## src/rtl/vga_timing_pkg.sv

```systemverilog
// Package for the VGA result display.
// Holds the default 640x480@60 timing constants, the derived totals and
// counter widths, the rgb_t pixel type, and a width helper.
package vga_timing_pkg;

  localparam int CLK_DIV_DEF  = 4;
  localparam int H_ACTIVE_DEF = 640;
  localparam int H_FP_DEF     = 16;
  localparam int H_SYNC_DEF   = 96;
  localparam int H_BP_DEF     = 48;
  localparam int V_ACTIVE_DEF = 480;
  localparam int V_FP_DEF     = 10;
  localparam int V_SYNC_DEF   = 2;
  localparam int V_BP_DEF     = 33;
  localparam int BORDER_DEF   = 8;
  localparam int COLOR_W_DEF  = 4;

  localparam int H_TOTAL_DEF = H_ACTIVE_DEF + H_FP_DEF + H_SYNC_DEF + H_BP_DEF;
  localparam int V_TOTAL_DEF = V_ACTIVE_DEF + V_FP_DEF + V_SYNC_DEF + V_BP_DEF;
  localparam int H_CNT_W     = $clog2(H_TOTAL_DEF);
  localparam int V_CNT_W     = $clog2(V_TOTAL_DEF);

  typedef struct packed {
    logic [COLOR_W_DEF-1:0] r;
    logic [COLOR_W_DEF-1:0] g;
    logic [COLOR_W_DEF-1:0] b;
  } rgb_t;

  // Counter width for a modulus; never below one bit so CLK_DIV = 1 still
  // yields a legal (constant-zero) divider register.
  function automatic int cnt_width(input int total);
    return (total > 1) ? $clog2(total) : 1;
  endfunction

endpackage

```

## src/rtl/vga_timing_gen.sv

```systemverilog
// Pixel-clock divider and raster counters.
// Ports: clk/rst_n; h_cnt, v_cnt raster position; pix_tick one clock per
// pixel; frame_wrap marks the tick that moves the counters to (0,0).
module vga_timing_gen
  import vga_timing_pkg::*;
#(
  parameter int CLK_DIV = CLK_DIV_DEF,
  parameter int H_TOTAL = H_TOTAL_DEF,
  parameter int V_TOTAL = V_TOTAL_DEF,
  parameter int HW      = cnt_width(H_TOTAL),
  parameter int VW      = cnt_width(V_TOTAL)
) (
  input  logic          clk,
  input  logic          rst_n,
  output logic [HW-1:0] h_cnt,
  output logic [VW-1:0] v_cnt,
  output logic          pix_tick,
  output logic          frame_wrap
);

  localparam int DW = cnt_width(CLK_DIV);
  localparam logic [DW-1:0] DIV_LAST = DW'(CLK_DIV - 1);
  localparam logic [HW-1:0] H_LAST   = HW'(H_TOTAL - 1);
  localparam logic [VW-1:0] V_LAST   = VW'(V_TOTAL - 1);

  logic [DW-1:0] div_cnt;
  logic          h_wrap;
  logic          v_wrap;

  // With CLK_DIV = 1, DIV_LAST is 0, so pix_tick is constantly high and
  // div_cnt is reloaded with 0 every clock.
  assign pix_tick   = (div_cnt == DIV_LAST);
  assign h_wrap     = (h_cnt == H_LAST);
  assign v_wrap     = (v_cnt == V_LAST);
  assign frame_wrap = pix_tick && h_wrap && v_wrap;

  always_ff @(posedge clk or negedge rst_n) begin
    if (!rst_n) begin
      div_cnt <= '0;
      h_cnt   <= '0;
      v_cnt   <= '0;
    end else begin
      div_cnt <= pix_tick ? '0 : div_cnt + DW'(1);
      if (pix_tick) begin
        h_cnt <= h_wrap ? '0 : h_cnt + HW'(1);
        if (h_wrap) begin
          v_cnt <= v_wrap ? '0 : v_cnt + VW'(1);
        end
      end
    end
  end

endmodule

```

## src/rtl/vga_result_display.sv

```systemverilog
// VGA output stage: solid green (flag 1) or red (flag 0) with a white border.
// Ports: s_axi_aclk/s_axi_aresetn; result_in flag; registered vga_r/g/b,
// active-low vga_hs/vga_vs, frame_start pulse and active (visible) flag.
module vga_result_display
  import vga_timing_pkg::*;
#(
  parameter int CLK_DIV  = CLK_DIV_DEF,
  parameter int H_ACTIVE = H_ACTIVE_DEF,
  parameter int H_FP     = H_FP_DEF,
  parameter int H_SYNC   = H_SYNC_DEF,
  parameter int H_BP     = H_BP_DEF,
  parameter int V_ACTIVE = V_ACTIVE_DEF,
  parameter int V_FP     = V_FP_DEF,
  parameter int V_SYNC   = V_SYNC_DEF,
  parameter int V_BP     = V_BP_DEF,
  parameter int BORDER   = BORDER_DEF,
  parameter int COLOR_W  = COLOR_W_DEF
) (
  input  logic               s_axi_aclk,
  input  logic               s_axi_aresetn,
  input  logic               result_in,
  output logic [COLOR_W-1:0] vga_r,
  output logic [COLOR_W-1:0] vga_g,
  output logic [COLOR_W-1:0] vga_b,
  output logic               vga_hs,
  output logic               vga_vs,
  output logic               frame_start,
  output logic               active
);

  localparam int H_TOTAL = H_ACTIVE + H_FP + H_SYNC + H_BP;
  localparam int V_TOTAL = V_ACTIVE + V_FP + V_SYNC + V_BP;
  localparam int HW      = cnt_width(H_TOTAL);
  localparam int VW      = cnt_width(V_TOTAL);

  localparam logic [HW-1:0] H_VIS_END  = HW'(H_ACTIVE);
  localparam logic [HW-1:0] H_BRD_LO   = HW'(BORDER);
  localparam logic [HW-1:0] H_BRD_HI   = HW'(H_ACTIVE - BORDER);
  localparam logic [HW-1:0] HS_BEGIN   = HW'(H_ACTIVE + H_FP);
  localparam logic [HW-1:0] HS_END     = HW'(H_ACTIVE + H_FP + H_SYNC);
  localparam logic [VW-1:0] V_VIS_END  = VW'(V_ACTIVE);
  localparam logic [VW-1:0] V_BRD_LO   = VW'(BORDER);
  localparam logic [VW-1:0] V_BRD_HI   = VW'(V_ACTIVE - BORDER);
  localparam logic [VW-1:0] VS_BEGIN   = VW'(V_ACTIVE + V_FP);
  localparam logic [VW-1:0] VS_END     = VW'(V_ACTIVE + V_FP + V_SYNC);
  localparam logic [COLOR_W-1:0] C_MAX = {COLOR_W{1'b1}};

  logic [HW-1:0]      h_cnt;
  logic [VW-1:0]      v_cnt;
  logic               pix_tick;
  logic               frame_wrap;
  logic               flag_q;
  logic               start_pend;

  logic               vis;
  logic               on_border;
  logic               hs_n;
  logic               vs_n;
  logic [COLOR_W-1:0] r_d;
  logic [COLOR_W-1:0] g_d;
  logic [COLOR_W-1:0] b_d;

  vga_timing_gen #(
    .CLK_DIV (CLK_DIV),
    .H_TOTAL (H_TOTAL),
    .V_TOTAL (V_TOTAL),
    .HW      (HW),
    .VW      (VW)
  ) u_timing (
    .clk        (s_axi_aclk),
    .rst_n      (s_axi_aresetn),
    .h_cnt      (h_cnt),
    .v_cnt      (v_cnt),
    .pix_tick   (pix_tick),
    .frame_wrap (frame_wrap)
  );

  always_comb begin
    vis       = (h_cnt < H_VIS_END) && (v_cnt < V_VIS_END);
    hs_n      = !((h_cnt >= HS_BEGIN) && (h_cnt < HS_END));
    vs_n      = !((v_cnt >= VS_BEGIN) && (v_cnt < VS_END));
    on_border = vis && ((h_cnt < H_BRD_LO) || (h_cnt >= H_BRD_HI) ||
                        (v_cnt < V_BRD_LO) || (v_cnt >= V_BRD_HI));
    r_d = '0;
    g_d = '0;
    b_d = '0;
    if (on_border) begin
      r_d = C_MAX;
      g_d = C_MAX;
      b_d = C_MAX;
    end else if (vis) begin
      r_d = flag_q ? '0 : C_MAX;
      g_d = flag_q ? C_MAX : '0;
    end
  end

  // The flag is latched on the same tick that moves the counters to (0,0),
  // so the whole frame, including pixel (0,0), uses a single value.
  // start_pend remembers that the counters have just arrived at (0,0); it
  // comes out of reset set so the very first output clock is flagged too.
  always_ff @(posedge s_axi_aclk or negedge s_axi_aresetn) begin
    if (!s_axi_aresetn) begin
      flag_q      <= 1'b0;
      start_pend  <= 1'b1;
      vga_r       <= '0;
      vga_g       <= '0;
      vga_b       <= '0;
      vga_hs      <= 1'b1;
      vga_vs      <= 1'b1;
      active      <= 1'b0;
      frame_start <= 1'b0;
    end else begin
      if (frame_wrap) begin
        flag_q <= result_in;
      end
      start_pend  <= frame_wrap;
      vga_r       <= r_d;
      vga_g       <= g_d;
      vga_b       <= b_d;
      vga_hs      <= hs_n;
      vga_vs      <= vs_n;
      active      <= vis;
      frame_start <= start_pend && (h_cnt == '0) && (v_cnt == '0);
    end
  end

endmodule

```

## config.mk

```make
export PLATFORM = sky130hd
export DESIGN_NAME = vga_result_display
export DESIGN_NICKNAME = d
export VERILOG_FILES = /design/src/rtl/vga_timing_pkg.sv /design/src/rtl/vga_timing_gen.sv /design/src/rtl/vga_result_display.sv
export SDC_FILE = /design/constraint.sdc
export NUM_CORES = 1
export LEC_CHECK = 0
export ABC_AREA = 1
export CAP_MARGIN = 40
export CORE_MARGIN = 3
export CORE_UTILIZATION = 44
export DETAILED_ROUTE_END_ITERATION = 10
export GPL_ROUTABILITY_DRIVEN = 0
export GPL_TIMING_DRIVEN = 0
export PLACE_DENSITY_LB_ADDON = 0.12
export SLEW_MARGIN = 20
export SYNTH_ARGS = -nofsm -noshare
export SYNTH_HDL_FRONTEND = slang
export SYNTH_SLANG_ARGS = --single-unit
```

## constraint.sdc

```tcl
create_clock -name s_axi_aclk -period 2 [get_ports s_axi_aclk]
set_clock_uncertainty 0.2 [all_clocks]
set_input_delay 0.3 -clock s_axi_aclk [delete_from_list [all_inputs] [get_ports s_axi_aclk]]
set_output_delay 0.3 -clock s_axi_aclk [all_outputs]
set_load 0.005 [all_outputs]
```

# Yosys cells after proc, flatten, opt, wreduce, memory -nomap -nowiden
# Cells that the tools add are included.
op_classes:
  eq_ne: 3
  n_mux: 10
  n_reduce_logical: 16
  n_addsub: 3
  n_lt_le_gt_ge: 10
op_table:
  columns: ["operator", "n"]
  rows:
  - ["two-way mux 4 bit", 7]
  - ["adder 10 x 1 -> 10 bit, second input constant", 2]
  - ["== test 10 bit, second input constant", 2]
  - ["greater-or-equal comparator 10 bit, second input constant", 2]
  - ["greater-or-equal comparator 10 x 9 -> 1 bit, second input constant", 2]
  - ["zero test 10 bit", 2]
  - ["< comparator 10 bit, second input constant", 2]
  - ["< comparator 10 x 4 -> 1 bit, second input constant", 2]
  - ["< comparator 10 x 9 -> 1 bit, second input constant", 2]
  - ["two-way mux 10 bit", 2]
  - ["logical AND 1 bit", 8]
  - ["logical OR 1 bit", 3]
  - ["adder 2 x 1 -> 2 bit, second input constant", 1]
  - ["== test 2 bit, second input constant", 1]
  - ["zero test 1 bit", 2]
  - ["two-way mux 2 bit", 1]
  - ["AND reduction 2 bit", 1]
word_totals:
  input_bits: 3
  output_inout_bits: 16
  register_bits: 40

# Logic depth before layout (Yosys ltp)
# Gate-level depths: netlist of run 1.
depth:
  word_depth: 6
  depth_mapped: 10
  mapped_depth_nobuf: 9

# Modules after synthesis
# From an unflattened synthesis of run 1, not the netlist that was laid out.
hier_totals:
  hier_cells: 249
  area_unflattened_um2: 1856.8
by_module_without_submodules:
  columns: ["module", "area_each_um2", "cells_each", "seq_area_each_um2", "n_inst"]
  rows:
  - ["vga_timing_gen", 1318.8, 178, 550.5, 1]
  - ["vga_result_display", 538.0, 71, 229.0, 1]

# Least setup slack after synthesis of run 1
# OpenSTA, ideal clock, no wires.
synth_timing:
  path_kind: "register to register"
  start: "register u_timing.div_cnt[0]"
  end: "register u_timing.h_cnt[6]"
  path_slack_ps: 468
  t_required_ps: 1682
  stages_incl_launch_ff: 10
  setup_time_ps: 118
  t_arrival_ps: 1214
  cell_sequence: "dfrtp_1 ha_1 buf_4 nand2_1 inv_2 nand2_1 nor2_1 nand2_1 xor2_1 inv_1"
synth_between:
  elab_chain_cells: 1
synth_lines:
  columns: ["element", "line", "text"]
  rows:
  - ["start: declaration", "vga_timing_gen.sv:26", "logic [DW-1:0] div_cnt;"]
  - ["start signal: assignment", "vga_timing_gen.sv:43", "div_cnt <= pix_tick ? '0 : div_cnt + DW'(1);"]
  - ["== test 2 bit", "vga_timing_gen.sv:32", "assign pix_tick = (div_cnt == DIV_LAST);"]
  - ["end signal: assignment", "vga_timing_gen.sv:45", "h_cnt <= h_wrap ? '0 : h_cnt + HW'(1);"]
  - ["end: declaration", "vga_timing_gen.sv:15", "output logic [HW-1:0] h_cnt,"]
# No other way between the ends.
# A chain may end at the register's enable or synchronous reset.

# Worst setup path in the final report of run 1
layout_timing:
  start: "register vga_vs"
  end: "output port vga_vs"
layout_lines:
  columns: ["element", "line", "text"]
  rows:
  - ["start: declaration", "vga_result_display.sv:26", "output logic vga_vs,"]
  - ["start signal: assignment", "vga_result_display.sv:121", "vga_vs <= vs_n;"]
# No word-level cell between the ends.

==> results_dict.tcl, run 1 <==
set metrics [dict create \
    netlist_instances 235 \
    critPathCaptureType "output port" \
    io_pins 19 \
    grt_pass1_vias 1426 \
    cpPeakStageDelay_ns 0.52 \
    cts.path.max_buffers 2 \
    ant_nets 0 \
    path_depth 1 \
    hold_viol 0 \
    grt_usage_pct 16.05 \
    root_buffer "clkbuf_8" \
    syn_nets 243 \
    power_density_nw_per_um2 535.5 \
    drtIter0Drc 103 \
    nets 269 \
    tritoncts "built" \
    required_ns 1.50 \
    min_path_cells 1 \
    grt-ovfl-total 0 \
    synth-seq-cells 31 \
    chipWidth_um 71.01 \
    rsz0062_at_grt "no" \
    rrSetupSlack_ns 0.31 \
    cp.buffers_inverters 1 \
    yosys_warnings 0 \
    crit_type "flip-flop to output port" \
    via_per_inst 4.744 \
    syn_area_per_cell_sq_um 7.912 \
    fillers 395 \
    status "finished, final reports clean" \
    io_buffers 18 \
    drc 0 \
    yosysSeqAreaShare_pct 41.92 \
    drive_above_1_share_pct 16.79 \
    crit_chain "clkdlybuf4s50_1" \
    start_util_pct 46.15 \
    antenna_found_initial 0 \
    syn2layout_area_growth_pct 18.71 \
    slowest_stage "dfstp_2" \
    dp_hpwl_mm 2.683 \
    cp.arrival_ns 1.28 \
    worstHoldEndpoint "u_timing.div_cnt[0]" \
    via_count 1480 \
    htreeDepth 2 \
    reg2reg_from "u_timing.div_cnt[0]" \
    die_height_um 71.01 \
    crit_path_start_kind "flip-flop" \
    finalSetupViolCount 0 \
    post_drt_wl_per_cell_um 11.51 \
    synth.distinct_cells 30 \
    report.final.slew_viol_count 0 \
    grt_pass1_wl_mm 6.430 \
    grt_max_degree 32 \
    r2r_cells 9 \
    coreArea_sq_um 4029 \
    r2r_end "u_timing.h_cnt[8]" \
    wl_mm 3.590 \
    maxSlewHeadroom_pct 54.26 \
    period_share_pct 89.04 \
    cts_hold_buf 1 \
    cts-resized-gates 0 \
    clkSlewWorstSetupHoldPaths_ns 0.07 \
    placed_cell_area_sq_um 2097 \
    ir_drop_mv 0.2663 \
    cts_buffers 5 \
    worst_slew_pin_slew_ns 0.6861 \
    crit_fanout 1 \
    power.total_mw 1.182 \
    cap_violations 0 \
    stdcell_area_sq_um 2207 \
    crit_family "flip-flops" \
    clock.fmax_mhz 561.6 \
    critPathLaunch "vga_vs" \
    num_rows 23 \
    n_antenna_cell 0 \
    dr.pass1.iters 4 \
    numClockSinks 31 \
    hold_path.class "flip-flop to flip-flop" \
    die_area_sq_um 5042 \
    min_from "u_timing.div_cnt[0]" \
    clock_latency_ns 0.28 \
    syn_area_sq_um 1859 \
    period_minus_slack_ns 1.781 \
    post_cts_buffers 0 \
    p_leak_nw 1.094 \
]
## cells by family after synthesis
kind of cell    share of synthesized area [%]
compound gates                          4.038
xor+xnor                                2.826
buf+inv                                 11.57
fa+ha+maj                               3.365
flops                                   41.92
simple gates                            36.27
## through the flow
stage | cells | util, % | worst slack, ns | hold WS (ns) | setup TNS (ns)
2_1_floorplan | 235 | - | 0.4682 | -0.1956 | 0
3_3_place_gp | 303 | 52.17 | -0.1948 | 0.2208 | -5.396
3_5_place_dp | 303 | 52.05 | 0.3114 | 0.1921 | 0
4_1_cts | 312 | 54.78 | 0.2022 | 0.2300 | 0
5_1_grt | 312 | 54.78 | 0.1542 | 0.2550 | 0
6_report | 312 | 54.78 | 0.2193 | 0.2255 | 0
## state kept, by name, indices dropped and copies added (netlist names)
name,flops
vga_b,1
active,1
u_timing.div_cnt,2
u_timing.h_cnt,10
vga_hs,1
frame_start,1
u_timing.v_cnt,10
vga_g,1
start_pend,1
vga_r,1
flag_q,1
vga_vs,1
## layer usage
layer | up-vias | GRT usage, % | routed length (um) | share of wire (%)
met3 | 4 | 4.261 | 105 | 2.9
li1 | 778 | - | - | -
met5 | - | 0 | 0 | 0
met2 | 17 | 24.10 | 1580 | 44
met4 | 0 | 5.637 | 44 | 1.2
met1 | 681 | 22.36 | 1859 | 52
## worst reg2reg max path: stages, from the launching register on
cell	delay [ns]
dfrtp_1	0.35
ha_1	0.14
buf_4	0.17
nand2_1	0.10
inv_2	0.09
nand2_1	0.09
nor2_1	0.21
nand3_1	0.09
o21ai_0	0.09
nor2_1	0.05
## Yosys cell counts, drive strengths merged
library cell | n | area, sq um
nand2 | 59 | 236.5
nor2 | 35 | 172.7
inv | 32 | 120.1
dfrtp | 28 | 700.7
nand3 | 16 | 110.1
nor3 | 13 | 81.33
buf | 12 | 85.08
o21ai | 12 | 60.06
nand4 | 6 | 52.55
ha | 5 | 62.56
xor2 | 5 | 43.79
a21oi | 3 | 15.01
dfstp | 3 | 78.83
clkinv | 2 | 10.01
nand3b | 2 | 15.01
and3 | 1 | 6.260
xnor2 | 1 | 8.760
## worst max path at each step
stage	end	slack, ns
final	vga_vs	0.22
after CTS	vga_vs	0.20
after global placement	vga_r[2]	-0.19
after global routing	u_timing.v_cnt[0]	0.15
after floorplan	u_timing.h_cnt[6]	0.47
after detailed placement	u_timing.h_cnt[8]	0.31
## final cells by class
class / instances / area [sq um] / area share [%]
tap: 50 / 62.56 / 2.834
multi-input combinational: 158 / 864.6 / 39.17
sequential: 31 / 779.5 / 35.32
clock buffer: 8 / 100.1 / 4.535
timing repair buffer: 19 / 185.2 / 8.390
inverter: 34 / 130.1 / 5.896
buffer: 12 / 85.08 / 3.855
## power by group
group / internal (mW) / switching [mW] / leakage [nW] / total [mW]
Combinational: 0.00365 / 0.0122 / 0.661 / 0.0158
Clock: 0.314 / 0.225 / 0.0515 / 0.539
Sequential: 0.627 / 0 / 0.382 / 0.627
Total: 0.945 / 0.237 / 1.09 / 1.18
## placed cells by master, fill, tap and decap left out, types with 2 or more instances in the layout
cell type	n
ha_1	5
xor2_1	5
nand2_2	3
nand2_1	55
clkinv_2	2
buf_4	10
nor2_4	3
clkbuf_8	7
nor3_1	11
buf_2	3
o21ai_1	8
nand4_1	5
inv_1	28
dfrtp_1	28
a21oi_1	3
nand3_4	2
nand3_1	13
inv_2	4
nor2_1	30
dfstp_2	3
clkdlybuf4s50_1	17
nand3b_1	2
o21ai_0	4
Note: power is estimated with default switching activity, not from simulation.
==> run 2: changes to the inputs <==
==> constraint.sdc (replaced) <==
create_clock -name s_axi_aclk -period 1.45 [get_ports s_axi_aclk]
set_clock_uncertainty 0.2 [all_clocks]
set_input_delay 0.2175 -clock s_axi_aclk [delete_from_list [all_inputs] [get_ports s_axi_aclk]]
set_output_delay 0.2175 -clock s_axi_aclk [all_outputs]
set_load 0.005 [all_outputs]
==> run 2 against run 1 <==
Effect of this change: the run now ends with setup timing left; worst hold slack gained 0.069 ns; setup slack lost 0.34 ns; utilization rose by 11 points; die area did not move; cell area is 20% higher; critical path type is now flip-flop to flip-flop.
==> results_dict.tcl, run 2 (synthesis gave the netlist of run 1 again) <==
set metrics [dict create \
    drc 0 \
    root_buffer "clkbuf_8" \
    n_antenna_cell 0 \
    clock.fmax_mhz 637.9 \
    power.total_mw 1.551 \
    period_minus_slack_ns 1.568 \
    dp_slack_ns -0.1710 \
    numClockSinks 31 \
    ant_nets 0 \
    die_area_sq_um 5042 \
    r2r_cells 9 \
    hold_ws_ns 0.2944 \
    grt_max_degree 32 \
    via_count 1628 \
    met3_usage_pct 6.392 \
    stdcell_area_sq_um 2659 \
    final_cell_mix "nand2_1, buf_4, inv_1" \
    crit_path_start_kind "flip-flop" \
    io_pins 19 \
    cts.path.max_buffers 2 \
    worst_slew_pin_slew_ns 0.7002 \
    hold_viol 0 \
    cpPeakStageDelay_ns 0.36 \
    placed_cell_area_sq_um 2126 \
    cts_buffers 5 \
    dr.pass1.iters 4 \
    crit_type "flip-flop to flip-flop" \
    crit_chain "ha_2, buf_6, nand2_4, inv_4, nand3_4, nor2_8, nand2_4, nand2_1, nor2_1" \
    ir_drop_mv 0.4400 \
    syn2layout_area_growth_pct 43.00 \
    io_buffers 18 \
    sw_frac_of_total_pct 21.94 \
    via_per_inst 4.831 \
    grt_pass1_wl_mm 7.417 \
    power_frac_seq_pct 55.8 \
    cap_violations 0 \
    antenna_found_initial 0 \
    worst_slack_ns -0.1175 \
    drive_above_1_share_pct 43.55 \
    top_usage_layer "met2" \
    min_path_cells 1 \
    grtUsageMet1_pct 23.19 \
    nets 294 \
    grt_pass1_vias 1642 \
    tns_ns -0.9243 \
    min_from "u_timing.div_cnt[1]" \
    maxSlewHeadroom_pct 53.32 \
    slowest_stage "dfrtp_1" \
    report.final.slew_viol_count 0 \
    power_density_nw_per_um2 583.4 \
    period_share_pct 108.1 \
    cp.arrival_ns 1.54 \
    required_ns 1.43 \
    critPathCaptureType "flip-flop" \
    tritoncts "built" \
    clkSlewWorstSetupHoldPaths_ns 0.07 \
    drtIter0Drc 86 \
    r2r_end "u_timing.v_cnt[9]" \
    post_drt_wl_per_cell_um 12.47 \
    final_common_cell "nand2_1" \
    finalSetupViolCount 16 \
    rsz0062_at_grt "yes" \
    chipWidth_um 71.01 \
    grt_usage_pct 18.80 \
    p_comb_share_pct 1.5 \
    p_sw_mw 0.3403 \
    wl_mm 4.203 \
    top_regs "u_timing.h_cnt (10), u_timing.v_cnt (10), u_timing.div_cnt (2)" \
    htreeDepth 2 \
    grt-ovfl-total 0 \
    reg2reg_from "u_timing.div_cnt[0]" \
    violations "setup timing" \
    grt.met2_usage_pct 30.69 \
    internal_power_mw 1.211 \
    dp_hpwl_mm 2.662 \
    hold_path.class "flip-flop to flip-flop" \
    worstHoldEndpoint "u_timing.div_cnt[1]" \
    crit_fanout 6 \
    cp_common_cell "nand2_4" \
    coreArea_sq_um 4029 \
    die_height_um 71.01 \
    clkPwrFrac_pct 42.8 \
    p_leak_nw 1.261 \
    rrSetupSlack_ns -0.12 \
    start_util_pct 46.15 \
    clock_latency_ns 0.29 \
    num_rows 23 \
    status "complete, but fails checks" \
]
run 2: power groups by stage:
stage          combinational (mW)  clock (mW)  sequential, mW
2_1_floorplan          0.00000147           0           0.881
3_3_place_gp               0.0233           0           0.881
3_5_place_dp               0.0223           0           0.881
4_1_cts                    0.0245       0.679           0.865
5_1_grt                    0.0269       0.727           0.864
6_report                   0.0225       0.663           0.865
run 2: layout make-up:
class | instances | area (sq um)
Sequential cell | 31 | 789.5
Clock buffer | 8 | 80.08
Multi-Input combinational cell | 158 | 1101
Buffer | 11 | 101.3
Fill cell | 319 | 1370
Tap cell | 50 | 62.56
Timing Repair Buffer | 45 | 386.6
Inverter | 34 | 137.6
run 2: worst max path at each step:
stage                   startpoint  slack [ns]           endpoint
2_1_floorplan  u_timing.div_cnt[0]       0.003  u_timing.v_cnt[9]
3_3_place_gp         s_axi_aresetn       -0.64  u_timing.h_cnt[0]
3_5_place_dp     u_timing.v_cnt[0]       -0.17  u_timing.v_cnt[0]
4_1_cts        u_timing.div_cnt[0]       -0.09  u_timing.v_cnt[9]
5_1_grt        u_timing.div_cnt[0]       -0.18  u_timing.v_cnt[9]
6_report       u_timing.div_cnt[0]       -0.12  u_timing.v_cnt[9]
run 2: worst max-delay path, delay by kind of cell (launching register included):
kind                       cells  cell delay, ns
DFF                            1            0.36
and+or+nand+nor                6            0.52
adders and majority gates      1            0.18
buffers and inverters          2            0.19
run 2: timing repair:
item                       in CTS  in global routing
hold endpoints to repair       28                  0
hold buffers                    1                  0
cloned                          0                  0
resized for setup              73                 50
buffers inserted               16                 13
setup endpoints to repair      39                 35
pin swaps                      15                 22
run 2: stage by stage:
step | std cells | util (%)
2_1_floorplan | 235 | -
4_1_cts | 328 | 60.81
5_1_grt | 337 | 65.99
3_3_place_gp | 303 | 52.89
3_5_place_dp | 303 | 52.76
6_report | 337 | 65.99
run 2: routing by layer:
layer | part of all wire, % | wire (um)
met4 | 1.0 | 42
met3 | 5.5 | 230
met1 | 42 | 1779
met5 | 0 | 0
met2 | 51 | 2151
==> run 3: changes to the inputs <==
--- a/config.mk
+++ b/config.mk
@@ -12,7 +12,7 @@
 export DETAILED_ROUTE_END_ITERATION = 10
 export GPL_ROUTABILITY_DRIVEN = 0
 export GPL_TIMING_DRIVEN = 0
-export PLACE_DENSITY_LB_ADDON = 0.12
+export PLACE_DENSITY = 0.7
 export SLEW_MARGIN = 20
 export SYNTH_ARGS = -nofsm -noshare
 export SYNTH_HDL_FRONTEND = slang
==> run 3 against run 2 <==
Effect of this change: the run still ends with setup timing left; sequential share of layout area fell by 0.096 points; non-clock buffer count fell by 2; utilization fell by 0.31 points; critical path type unchanged; sequential cell count did not move; cell area fell by 0.47%; clock power fell by 2%.
==> results_dict.tcl, run 3 (synthesis gave the netlist of run 1 again) <==
set metrics [dict create \
    io_buffers 18 \
    tns_ns -0.6330 \
    critPathCaptureType "flip-flop" \
    power.total_mw 1.535 \
    p_comb_share_pct 1.4 \
    crit_path_start_kind "flip-flop" \
    post_drt_wl_per_cell_um 12.82 \
    crit_type "flip-flop to flip-flop" \
    wl_mm 4.306 \
    cp.arrival_ns 1.52 \
    sw_frac_of_total_pct 21.38 \
    hold_path.class "flip-flop to flip-flop" \
    dp.cells 303 \
    htreeDepth 2 \
    multi_input_area_sq_um 1107 \
    grt_pass1_wl_mm 6.872 \
    cts.path.max_buffers 2 \
    ir_drop_mv 0.3581 \
    finalSetupViolCount 14 \
    via_per_inst 5.006 \
    numClockSinks 31 \
    final_cells 336 \
    maxSlewHeadroom_pct 54.71 \
    grt_usage_pct 17.39 \
    clock.fmax_mhz 646.3 \
    die_area_sq_um 5042 \
    final_util_pct 65.68 \
    dp_hpwl_mm 2.590 \
    grt_max_degree 32 \
    drtIter0Drc 86 \
    syn2layout_area_growth_pct 42.33 \
    top_regs "u_timing.h_cnt (10), u_timing.v_cnt (10), u_timing.div_cnt (2)" \
    grt-ovfl-total 0 \
    period_share_pct 106.7 \
    required_ns 1.42 \
    clkPwrFrac_pct 42.2 \
    die_height_um 71.01 \
    ant_nets 0 \
    cap_violations 0 \
    drive_above_1_share_pct 43.71 \
    grt_pass1_vias 1533 \
    via_count 1682 \
    period_minus_slack_ns 1.547 \
    rsz0062_at_grt "yes" \
    chipWidth_um 71.01 \
    power_frac_seq_pct 56.4 \
    status "complete, but fails checks" \
    dr.pass1.iters 4 \
    clock_latency_ns 0.28 \
    cts_buffers 5 \
    power_density_nw_per_um2 580.0 \
    internal_power_mw 1.207 \
    nets 293 \
    crit_fanout 7 \
    placed_cell_area_sq_um 2126 \
    start_util_pct 46.15 \
    hold_viol 0 \
    tritoncts "built" \
    final_cell_mix "nand2_1, buf_4, dfrtp_1" \
    clkSlewWorstSetupHoldPaths_ns 0.06 \
    dp_slack_ns -0.1626 \
    hold_ws_ns 0.2225 \
    final_common_cell "nand2_1" \
    n_antenna_cell 0 \
    register_area_sq_um 783.3 \
    num_rows 23 \
    drc 0 \
    report.final.slew_viol_count 0 \
    violations "setup timing" \
    p_leak_nw 1.259 \
    io_pins 19 \
    fillers 324 \
    stdcell_area_sq_um 2646 \
    coreArea_sq_um 4029 \
    root_buffer "clkbuf_8" \
    worst_slack_ns -0.09736 \
    antenna_found_initial 0 \
    worst_slew_pin_slew_ns 0.6794 \
    p_sw_mw 0.3282 \
]
==> run 3: final timing paths <==
path	to	start	cells past startpoint	slack (ns)
min	u_timing.div_cnt[0]	u_timing.div_cnt[0]	1	0.22
max reg2reg	flag_q	u_timing.h_cnt[3]	7	-0.1
max	flag_q	u_timing.h_cnt[3]	7	-0.1
min in group asynchronous	u_timing.v_cnt[5]	s_axi_aresetn	2	0.31
min reg2reg	u_timing.div_cnt[0]	u_timing.div_cnt[0]	1	0.22
max in group asynchronous	u_timing.h_cnt[8]	s_axi_aresetn	2	0.26
==> run 3: layout make-up <==
type / count / area share, %
buffer: 11 / 3.593
clock buffer: 7 / 2.884
clock inverter: 1 / 0.1891
inverter: 34 / 5.201
multi-input combinational: 159 / 41.84
sequential: 31 / 29.60
tap: 50 / 2.364
timing repair buffer: 43 / 14.33
==> run 3: what timing repair did <==
| action | 4_1_cts | 5_1_grt |
|---|---|---|
| pin swaps | 17 | 9 |
| hold buffers | 1 | 0 |
| endpoints found under the setup margin | 38 | 35 |
| buffers inserted | 21 | 7 |
| gates resized for setup | 79 | 37 |
| endpoints found under the hold margin | 28 | 0 |
| cloned | 1 | 0 |
==> run 3: power groups by stage <==
stage	clock network, mW	registers (mW)	logic [mW]
floorplan	0	0.881	0.00000147
global placement	0	0.881	0.0227
detailed placement	0	0.881	0.0213
CTS	0.663	0.865	0.0233
global route	0.706	0.865	0.0263
finish	0.647	0.865	0.0220
==> run 3: critical path: stages, from the launching register on <==
cell,delay (ns)
dfrtp_1,0.47
nand2_2,0.16
inv_2,0.13
nand3_4,0.11
nor2_8,0.17
nand2_4,0.08
nand2_2,0.06
nand2_1,0.05
==> run 3: routing by layer <==
| metal | wire, um | up-vias | global-route usage (%) |
|---|---|---|---|
| met5 | 0 | - | 0 |
| met4 | 55 | 0 | 5.637 |
| met3 | 230 | 5 | 5.114 |
| met2 | 2192 | 53 | 28.73 |
| met1 | 1828 | 788 | 21.88 |
| li1 | - | 836 | - |
